## src/rtl/pc_next_seq_pkg.sv

```systemverilog
// Shared types and constants for the next-PC sequencer.
// Latency: none (declarations only).
// Backpressure: n/a.
package pc_next_seq_pkg;

  // Sequencer states; the 2-bit encoding is relied on by the state register.
  typedef enum logic [1:0] {
    ST_IDLE = 2'd0,
    ST_REQ  = 2'd1,
    ST_EXEC = 2'd2,
    ST_TRAP = 2'd3
  } state_e;

  localparam logic [31:0] RESET_PC_DEF = 32'h8000_0000;
  localparam int unsigned PC_INC       = 4;

endpackage

```

## src/rtl/pc_next_seq_if.sv

```systemverilog
// Fetch-request bundle: PC offered to the IFU under a valid/ready handshake.
// Latency: wires only.
// Backpressure: master holds valid and pc stable until ready is seen.
interface pc_next_seq_if #(
  parameter int XLEN = 32
);
  logic            ifu_req_valid;
  logic            ifu_req_ready;
  logic [XLEN-1:0] pc;

  modport master (output ifu_req_valid, output pc, input ifu_req_ready);
  modport slave  (input ifu_req_valid, input pc, output ifu_req_ready);
endinterface

```

## src/rtl/pc_next_seq_target_adder.sv

```systemverilog
// Next-PC target: operand selects, add, jalr bit-0 clear, misalign detect.
// Latency: combinational.
// Backpressure: n/a.
module pc_target_adder
  import pc_next_seq_pkg::*;
#(
  parameter int XLEN = 32
) (
  input  logic            a_src,
  input  logic            b_src,
  input  logic [XLEN-1:0] imm,
  input  logic [XLEN-1:0] rs1,
  input  logic [XLEN-1:0] pc,
  output logic [XLEN-1:0] target,
  output logic            misaligned
);

  logic [XLEN-1:0] op_a;
  logic [XLEN-1:0] op_b;
  logic [XLEN-1:0] sum;

  // Select operands, add modulo 2^XLEN, clear bit 0 for register-relative jumps.
  always_comb begin
    op_a   = a_src ? imm : XLEN'(PC_INC);
    op_b   = b_src ? rs1 : pc;
    sum    = op_a + op_b;
    target = sum;
    if (b_src) begin
      target[0] = 1'b0;
    end
    // Instructions are 4-byte aligned; any low bit set after the clear traps.
    misaligned = |target[1:0];
  end

endmodule

```

## src/rtl/pc_next_seq.sv

```systemverilog
// Holds the architectural PC, offers it to fetch, and advances it on commit.
// Latency: new PC offered the cycle after commit; 2 cycles/instr minimum.
// Backpressure: request held (never withdrawn) until ifu_req_ready; commit only seen in EXEC.
module pc_next_seq
  import pc_next_seq_pkg::*;
#(
  parameter int              XLEN     = 32,
  parameter logic [XLEN-1:0] RESET_PC = XLEN'(RESET_PC_DEF),
  parameter int              CNT_W    = 64
) (
  input  logic                 clk,
  input  logic                 rst,
  input  logic                 pc_a_src,
  input  logic                 pc_b_src,
  input  logic [XLEN-1:0]      imm,
  input  logic [XLEN-1:0]      rs1,
  input  logic                 commit,
  pc_next_seq_if.master        ifu,
  output logic                 misalign,
  output logic [XLEN-1:0]      misalign_addr,
  output logic [CNT_W-1:0]     instret
);

  state_e           state_q, state_d;
  logic [XLEN-1:0]  pc_q, pc_d;
  logic [CNT_W-1:0] instret_q, instret_d;
  logic             misalign_q, misalign_d;
  logic [XLEN-1:0]  misalign_addr_q, misalign_addr_d;
  logic             ifu_req_valid_q, ifu_req_valid_d;

  logic [XLEN-1:0]  target;
  logic             target_misaligned;

  pc_target_adder #(.XLEN(XLEN)) u_adder (
    .a_src      (pc_a_src),
    .b_src      (pc_b_src),
    .imm        (imm),
    .rs1        (rs1),
    .pc         (pc_q),
    .target     (target),
    .misaligned (target_misaligned)
  );

  // Next-state and datapath updates; operands are only looked at on EXEC & commit.
  always_comb begin
    state_d         = state_q;
    pc_d            = pc_q;
    instret_d       = instret_q;
    misalign_d      = misalign_q;
    misalign_addr_d = misalign_addr_q;

    case (state_q)
      ST_IDLE: state_d = ST_REQ;
      ST_REQ: begin
        if (ifu.ifu_req_ready) begin
          state_d = ST_EXEC;
        end
      end
      ST_EXEC: begin
        if (commit) begin
          if (target_misaligned) begin
            misalign_d      = 1'b1;
            misalign_addr_d = target;
            state_d         = ST_TRAP;
          end else begin
            pc_d      = target;
            instret_d = instret_q + 1'b1;
            state_d   = ST_REQ;
          end
        end
      end
      default: state_d = ST_TRAP;  // trap is sticky until reset
    endcase

    // Valid comes straight from a flop so fetch sees a glitch-free request.
    ifu_req_valid_d = (state_d == ST_REQ);
  end

  // State and architectural registers; reset returns everything immediately.
  always_ff @(posedge clk or posedge rst) begin
    if (rst) begin
      state_q         <= ST_IDLE;
      pc_q            <= RESET_PC;
      instret_q       <= '0;
      misalign_q      <= 1'b0;
      misalign_addr_q <= '0;
      ifu_req_valid_q <= 1'b0;
    end else begin
      state_q         <= state_d;
      pc_q            <= pc_d;
      instret_q       <= instret_d;
      misalign_q      <= misalign_d;
      misalign_addr_q <= misalign_addr_d;
      ifu_req_valid_q <= ifu_req_valid_d;
    end
  end

  assign ifu.ifu_req_valid = ifu_req_valid_q;
  assign ifu.pc            = pc_q;
  assign misalign          = misalign_q;
  assign misalign_addr     = misalign_addr_q;
  assign instret           = instret_q;

endmodule

```

## src/flat_wrapper.sv

```systemverilog
// flat-port wrapper written by rule: the top's interface ports become plain ports
module pc_next_seq_flat import pc_next_seq_pkg::*;
#(
  parameter int              XLEN     = 32,
  parameter logic [XLEN-1:0] RESET_PC = XLEN'(RESET_PC_DEF),
  parameter int              CNT_W    = 64
)
  (clk, rst, pc_a_src, pc_b_src, imm, rs1, commit, misalign, misalign_addr, instret, ifu_ifu_req_valid, ifu_pc, ifu_ifu_req_ready);
  pc_next_seq_if #(.XLEN(XLEN)) ifu_i ();
  input  logic clk;
  input  logic rst;
  input  logic pc_a_src;
  input  logic pc_b_src;
  input  logic [XLEN-1:0] imm;
  input  logic [XLEN-1:0] rs1;
  input  logic commit;
  output logic misalign;
  output logic [XLEN-1:0] misalign_addr;
  output logic [CNT_W-1:0] instret;
  output wire logic [$bits(ifu_i.ifu_req_valid)-1:0] ifu_ifu_req_valid;
  output wire logic [$bits(ifu_i.pc)-1:0] ifu_pc;
  input wire logic [$bits(ifu_i.ifu_req_ready)-1:0] ifu_ifu_req_ready;
  assign ifu_ifu_req_valid = ifu_i.ifu_req_valid;
  assign ifu_pc = ifu_i.pc;
  assign ifu_i.ifu_req_ready = ifu_ifu_req_ready;
  pc_next_seq #(.XLEN(XLEN), .RESET_PC(RESET_PC), .CNT_W(CNT_W)) u_core (.clk(clk), .rst(rst), .pc_a_src(pc_a_src), .pc_b_src(pc_b_src), .imm(imm), .rs1(rs1), .commit(commit), .ifu(ifu_i), .misalign(misalign), .misalign_addr(misalign_addr), .instret(instret));
endmodule
```

## config.mk

```make
export PLATFORM = sky130hd
export DESIGN_NAME = pc_next_seq_flat
export DESIGN_NICKNAME = d
export VERILOG_FILES = /design/src/rtl/pc_next_seq_pkg.sv /design/src/rtl/pc_next_seq_if.sv /design/src/rtl/pc_next_seq_target_adder.sv /design/src/rtl/pc_next_seq.sv /design/src/flat_wrapper.sv
export SDC_FILE = /design/constraint.sdc
export NUM_CORES = 1
export LEC_CHECK = 0
export ABC_AREA = 1
export ABC_CLOCK_PERIOD_IN_PS = 5000
export CORE_MARGIN = 5
export CORE_UTILIZATION = 40
export CTS_CLUSTER_DIAMETER = 150
export DETAILED_ROUTE_END_ITERATION = 10
export PLACE_DENSITY = 0.7
export SLEW_MARGIN = 20
export SYNTH_ARGS = -nofsm -noshare
export SYNTH_HDL_FRONTEND = slang
export SYNTH_SLANG_ARGS = --single-unit
```

## constraint.sdc

```tcl
create_clock -name clk -period 5 [get_ports clk]
set_input_delay 1.5 -clock clk [delete_from_list [all_inputs] [get_ports clk]]
set_output_delay 1.5 -clock clk [all_outputs]
set_load 0.05 [all_outputs]
```

* Word-level counts from Yosys, hierarchy flattened
Index checks and enable logic that the tools add are counted.
** Word-level totals
- Flip-flop bits (word level) :: 132
** Operators by class
- $add $sub $neg :: 2
- Eq/ne operators :: 3
- Muxes and demuxes :: 7
- Bitwise gates (word level) :: 1
- Reduce and logical (&&, ||, !) cells :: 4
** Operator list (number)
- $add 64x1->64 const B :: 1
- $mux 32 :: 2
- $add 32x32->32 :: 1
- $mux 2 :: 3
- $pmux 2 s3 :: 1
- $reduce_and 3->1 :: 2
- $eq 2x1->1 const B :: 2
- $eq 2x2->1 const B :: 1
- $logic_not 2->1 :: 1
- $reduce_or 2->1 :: 1
- $mux 1 :: 1
- $not 1->1 :: 1

* Logic depth before layout (Yosys ltp)
- Word-level depth :: 8
- Mapped depth :: 18
- Gate-level depth less buffers :: 17

* Cells and area by module
From an unflattened synthesis, not the netlist that was laid out.
** Second synthesis, totals
- Cell total of the unflattened synthesis :: 1407
- Area, all modules :: 9404.0 µm²
** By module, submodules not included
- pc_next_seq :: times used 1, cells an instance 806, area each 6436.2 µm²
- pc_target_adder :: times used 1, cells an instance 601, area each 2967.8 µm²

* Least setup slack after synthesis
No wires, ideal clock.
- Path kind :: input to register
- Start point :: in pc_b_src
- End point :: reg u_core.instret_q[51] (netlist: u_core.instret[51])
- Setup time :: 0.123 ns
- Data arrival time :: 3.638 ns
- Data required time :: 4.877 ns
- Path slack :: 1.240 ns
- Cell stages on the path :: 13
- Path through :: clkbuf_1 -> clkbuf_1 -> nand2_1 -> o21ai_0 -> fa_1 -> a21oi_4 -> nand2_4 -> nor2_4 -> nand2_2 -> nor2_2 -> nand2_1 -> o21ai_1 -> nand2_1
** RTL lines
- start, declared :: RTL line flat_wrapper.sv:13 : input logic pc_b_src;
- $mux 32 :: RTL line pc_next_seq_target_adder.sv:25 : op_b = b_src ? rs1 : pc;
- $add 32x32->32 :: RTL line pc_next_seq_target_adder.sv:26 : sum = op_a + op_b;
- via u_core.target[1] :: RTL line pc_next_seq.sv:31 : logic [XLEN-1:0] target;
- $reduce_or 2->1 :: RTL line pc_next_seq_target_adder.sv:32 : misaligned = |target[1:0];
- $not 1->1 (no source line)
- $reduce_and 3->1 (no source line)
- end signal, assigned :: RTL line pc_next_seq.sv:91 : instret_q <= instret_d;
- end, declared :: RTL line pc_next_seq.sv:26 : logic [CNT_W-1:0] instret_q, instret_d;
The timed path passes the listed nets, and every way through them passes these cells.
A chain may end at the register's enable or synchronous reset.

* Worst setup path in the final report
- Start point :: in rs1[0]
- End point :: reg u_core.pc_q[6] (netlist: u_core.ifu.pc[6])
** RTL lines
- start, declared :: RTL line flat_wrapper.sv:15 : input logic [XLEN-1:0] rs1;
- $mux 32 :: RTL line pc_next_seq_target_adder.sv:25
- $add 32x32->32 :: RTL line pc_next_seq_target_adder.sv:26
- via u_core.target[1] :: RTL line pc_next_seq.sv:31
- $reduce_or 2->1 :: RTL line pc_next_seq_target_adder.sv:32
- $not 1->1 (no source line)
- $reduce_and 3->1 (no source line)
- end signal, assigned :: RTL line pc_next_seq.sv:90 : pc_q <= pc_d;
- end, declared :: RTL line pc_next_seq.sv:25 : logic [XLEN-1:0] pc_q, pc_d;
The timed path passes the listed nets, and every way through them passes these cells.

==> key figures <==
Clock tree
  • Hold buffer count at cts: 0
  • CTS max path bufs: 2
  • Clock buffer count from CTS: 17
  • Post-CTS Setup Bufs: 0
  • PostCTS Resize Cnt: 0
  • Clock sinks: 132
  • Htree depth: 4
  • Worst-path clk slew: 60 ps
  • CTS tree: done
  • Root buffer cell: clkbuf_16
  • Worst-Skew Late Latency: 440 ps

Critical path
  • Register-to-Register Setup Slack: 2240 ps
  • R2r worst-path depth: 9
  • Reg-to-Reg Start: u_core.ifu.pc[0]$_DFFE_PP0P_
  • Setup crit end: u_core.ifu.pc[6]$_DFFE_PP0P_
  • WS Path Type: input pin to flip-flop
  • CP Launch Type: input pin
  • Worst-path cell chain: clkdlybuf4s50_1 -> nand2_1 -> o21ai_0 -> ha_1 -> fa_1 -> a21oi_4 -> nand2_4 -> clkinv_2 -> buf_4 -> o21ai_0
  • Critical path endpoint category: flip-flop
  • Max stage delay on crit path: 510 ps
  • CP most frequent cell: o21ai_0
  • Crit Path Max Fanout: 55
  • Critical-path top delay cell: fa_1
  • Worst Setup SP: rs1[0]
  • WP data required: 5290 ps
  • Crit path DAT: 4130 ps
  • RR Endpoint: u_core.ifu.pc[6]$_DFFE_PP0P_

Routing
  • Initial DRC Count: 577
  • Routed vias: 9508
  • First-pass iteration count of the detailed router: 6
  • Via-per-instance ratio: 4.817
  • DRC violations left: 0
  • Antenna-violating nets left: 0
  • DRT Wirelength: 30760 microns
  • DR WL/cell: 15.58 microns

STA
  • Skew final: 16.66 ps
  • F_max: 260.1 MHz
  • Final period util: 76.90%
  • Fin. max-slew vios: 0
  • Worst-Margin Slew: 610.8 ps
  • Hold slack final: 474.8 ps
  • Final Setup Violations: 0
  • Final min period: 3845 ps
  • Worst rel slew slack: 59.15%
  • Sum Neg Setup Slack: 0 ps
  • Fin. Hold Viols: 0
  • RSZ-0062 raised after global routing: no

Global route
  • GRT overflow: 0
  • Largest net degree at the start of global routing: 56
  • All-Layer GR Usage: 23.60%
  • Initial antenna violation count: 1
  • Vias in the first global route: 9473
  • First-pass GRT wire length: 49680 microns

Synth
  • Simple-Gate Fraction of Synth Area: 40.25%
  • XOR/XNOR Fraction of Synth Area: 5.714%
  • Post-synthesis mux area share: 0%
  • Count of state elements after synthesis: 132
  • Top cells by area, synth: dfrtp_1 (35%), nand2_1 (24%), inv_1 (9.0%), nand3_1 (5.0%), nor2_1 (4.3%)
  • Number of flops mapped to enable cells by yosys: 0
  • Largest family of logic cells by synthesized area: simple AND/OR/NAND/NOR gates
  • Ys async rst share: 100.0%
  • Synth Instances: 1438
  • Post-Syn Area: 9350 sq um
  • Avg Cell Area, Syn: 6.502 sq um
  • Library cells used by synthesis: 38
  • Post-synthesis sequential area ratio: 35.34%
  • Area leader, netlist: dfrtp_1
  • Main synth FF type: dfrtp_1
  • Synth warn: 0
  • Yosys top cell area share: 35.06%
  • Post-synthesis adder-cell area fraction: 4.496%
  • Synth Area in Compound Gates: 3.934%
  • Post-synth net total: 1541

Die
  • Die area: 26530 sq um
  • Die extent in x: 162.9 microns
  • Height of the chip: 162.9 microns
  • CORE AREA: 23260 sq um
  • Row cnt: 56
  • IO Count: 200
  • Starting density of the core: 40.19%

Placement
  • Area after DPL: 11730 sq um
  • Port Buffers: 199
  • Placer Congestion: 0.9703
  • Detailed Place HPWL: 24410 microns

Cells and area
  • Fraction of layout cells with a size suffix above 1: 4.897%
  • Finished Cell Area: 12400 sq um
  • Nets: 1744
  • Fillcell total: 2394
  • Synth-to-Final Area Change: 32.57%

Power and ir drop
  • Peak VDD IR: 0.3125 mV
  • PD cells: 428.6 nW/um^2
  • Pleak: 6.410 nW

Min path
  • HP Class: flip-flop to flip-flop

Run
  • Total of max-cap violations: 0

Run status
  • Status: finished, final reports clean
[kinds of logic (layout without fill, tap and decap cells)]
group,Yosys count,in the layout
and+or+nand+nor,891,891
buffers and inverters,253,469
DFF,132,132
AOI/OAI and AO/OA,68,68
xor gates and xnor gates,61,61
adders and majority gates,33,33
other,0,1
[layer usage]
layer  vias to the layer above  global-route usage, %  wire (microns)
li1                       4826                      -               -
met4                         2                  6.748             666
met5                         -                      0               7
met2                       313                  39.68           14680
met3                        51                  4.429            1771
met1                      4316                  31.15           13630
[metrics by stage]
| stage | power, W | utilization [%] | cells | setup WS, ps |
|---|---|---|---|---|
| after floorplan | 0.003068 | - | 1438 | 1240 |
| after global placement | 0.003911 | 50.42 | 1940 | 760.4 |
| after detailed placement | 0.003923 | 50.42 | 1940 | 687.2 |
| after CTS | 0.005344 | 53.19 | 1972 | 1151 |
| after global routing | 0.005599 | 53.28 | 1973 | 896.0 |
| final | 0.005313 | 53.29 | 1974 | 1155 |
[area by class of cell]
class,instances,area [sq um],share of cell area [%]
Clock buffer,17,425.4,3.432
Tap cell,319,399.1,3.220
Clock inverter,15,219.0,1.766
Sequential cell,132,3304,26.66
Multi-Input combinational cell,1053,5089,41.05
Inverter,229,864.6,6.975
Antenna cell,1,2.502,0.02019
Timing Repair Buffer,208,2092,16.88
[report_power, final]
part	internal [W]	leakage [nW]	switching, W	total (W)
Sequential	0.00132	1.67	0.000209	0.00153
Clock	0.000850	0.309	0.000550	0.00140
Combinational	0.000768	4.43	0.00162	0.00239
[cells in the mapped netlist (16+ instances only)]
cell	n
o21ai_0	40
ha_1	32
clkbuf_1	16
nand3_1	93
inv_1	224
xor2_1	42
nor3_1	35
xnor2_1	19
nand2_1	595
nand4_1	20
a21oi_1	20
nor2_1	107
dfrtp_1	131
[state kept, by name, summed over array words and instances, names as in the netlist]
signal and flops:
u_core.instret 64, u_core.ifu.pc 32, u_core.misalign_addr 32, u_core.ifu.ifu_req_valid 1, u_core.state_q 2, u_core.misalign 1
[cells in the final DEF (no fill, tap or decap), drive strengths merged, types with 19 or more instances in the layout]
| cell | instances |
|---|---|
| o21ai | 41 |
| inv | 233 |
| ha | 32 |
| nand4 | 20 |
| nand2 | 601 |
| nand3 | 95 |
| nor3 | 41 |
| nor2 | 120 |
| clkdlybuf4s50 | 198 |
| a21oi | 21 |
| xnor2 | 19 |
| dfrtp | 131 |
| xor2 | 42 |
[worst max-delay path, delay by kind of cell]
| kind | cells | cell delay [ps] |
|---|---|---|
| simple gates | 2 | 230 |
| buf+inv | 3 | 1150 |
| compound gates | 3 | 440 |
| fa+ha+maj | 2 | 780 |
[worst min path at each step]
stage	start	end	slack (ps)	depth (start not counted)
detailed placement	u_core.misalign$_DFFE_PP0P_	u_core.misalign$_DFFE_PP0P_	460	1
CTS	u_core.misalign$_DFFE_PP0P_	u_core.misalign$_DFFE_PP0P_	470	1
global route	u_core.ifu.pc[31]$_DFFE_PP1P_	u_core.ifu.pc[31]$_DFFE_PP1P_	490	2
finish	u_core.ifu.pc[31]$_DFFE_PP1P_	u_core.ifu.pc[31]$_DFFE_PP1P_	470	2
floorplan	u_core.state_q[1]$_DFF_PP0_	u_core.state_q[1]$_DFF_PP0_	520	2
global placement	u_core.misalign$_DFFE_PP0P_	u_core.misalign$_DFFE_PP0P_	460	1
(Power assumes the default switching activity.)
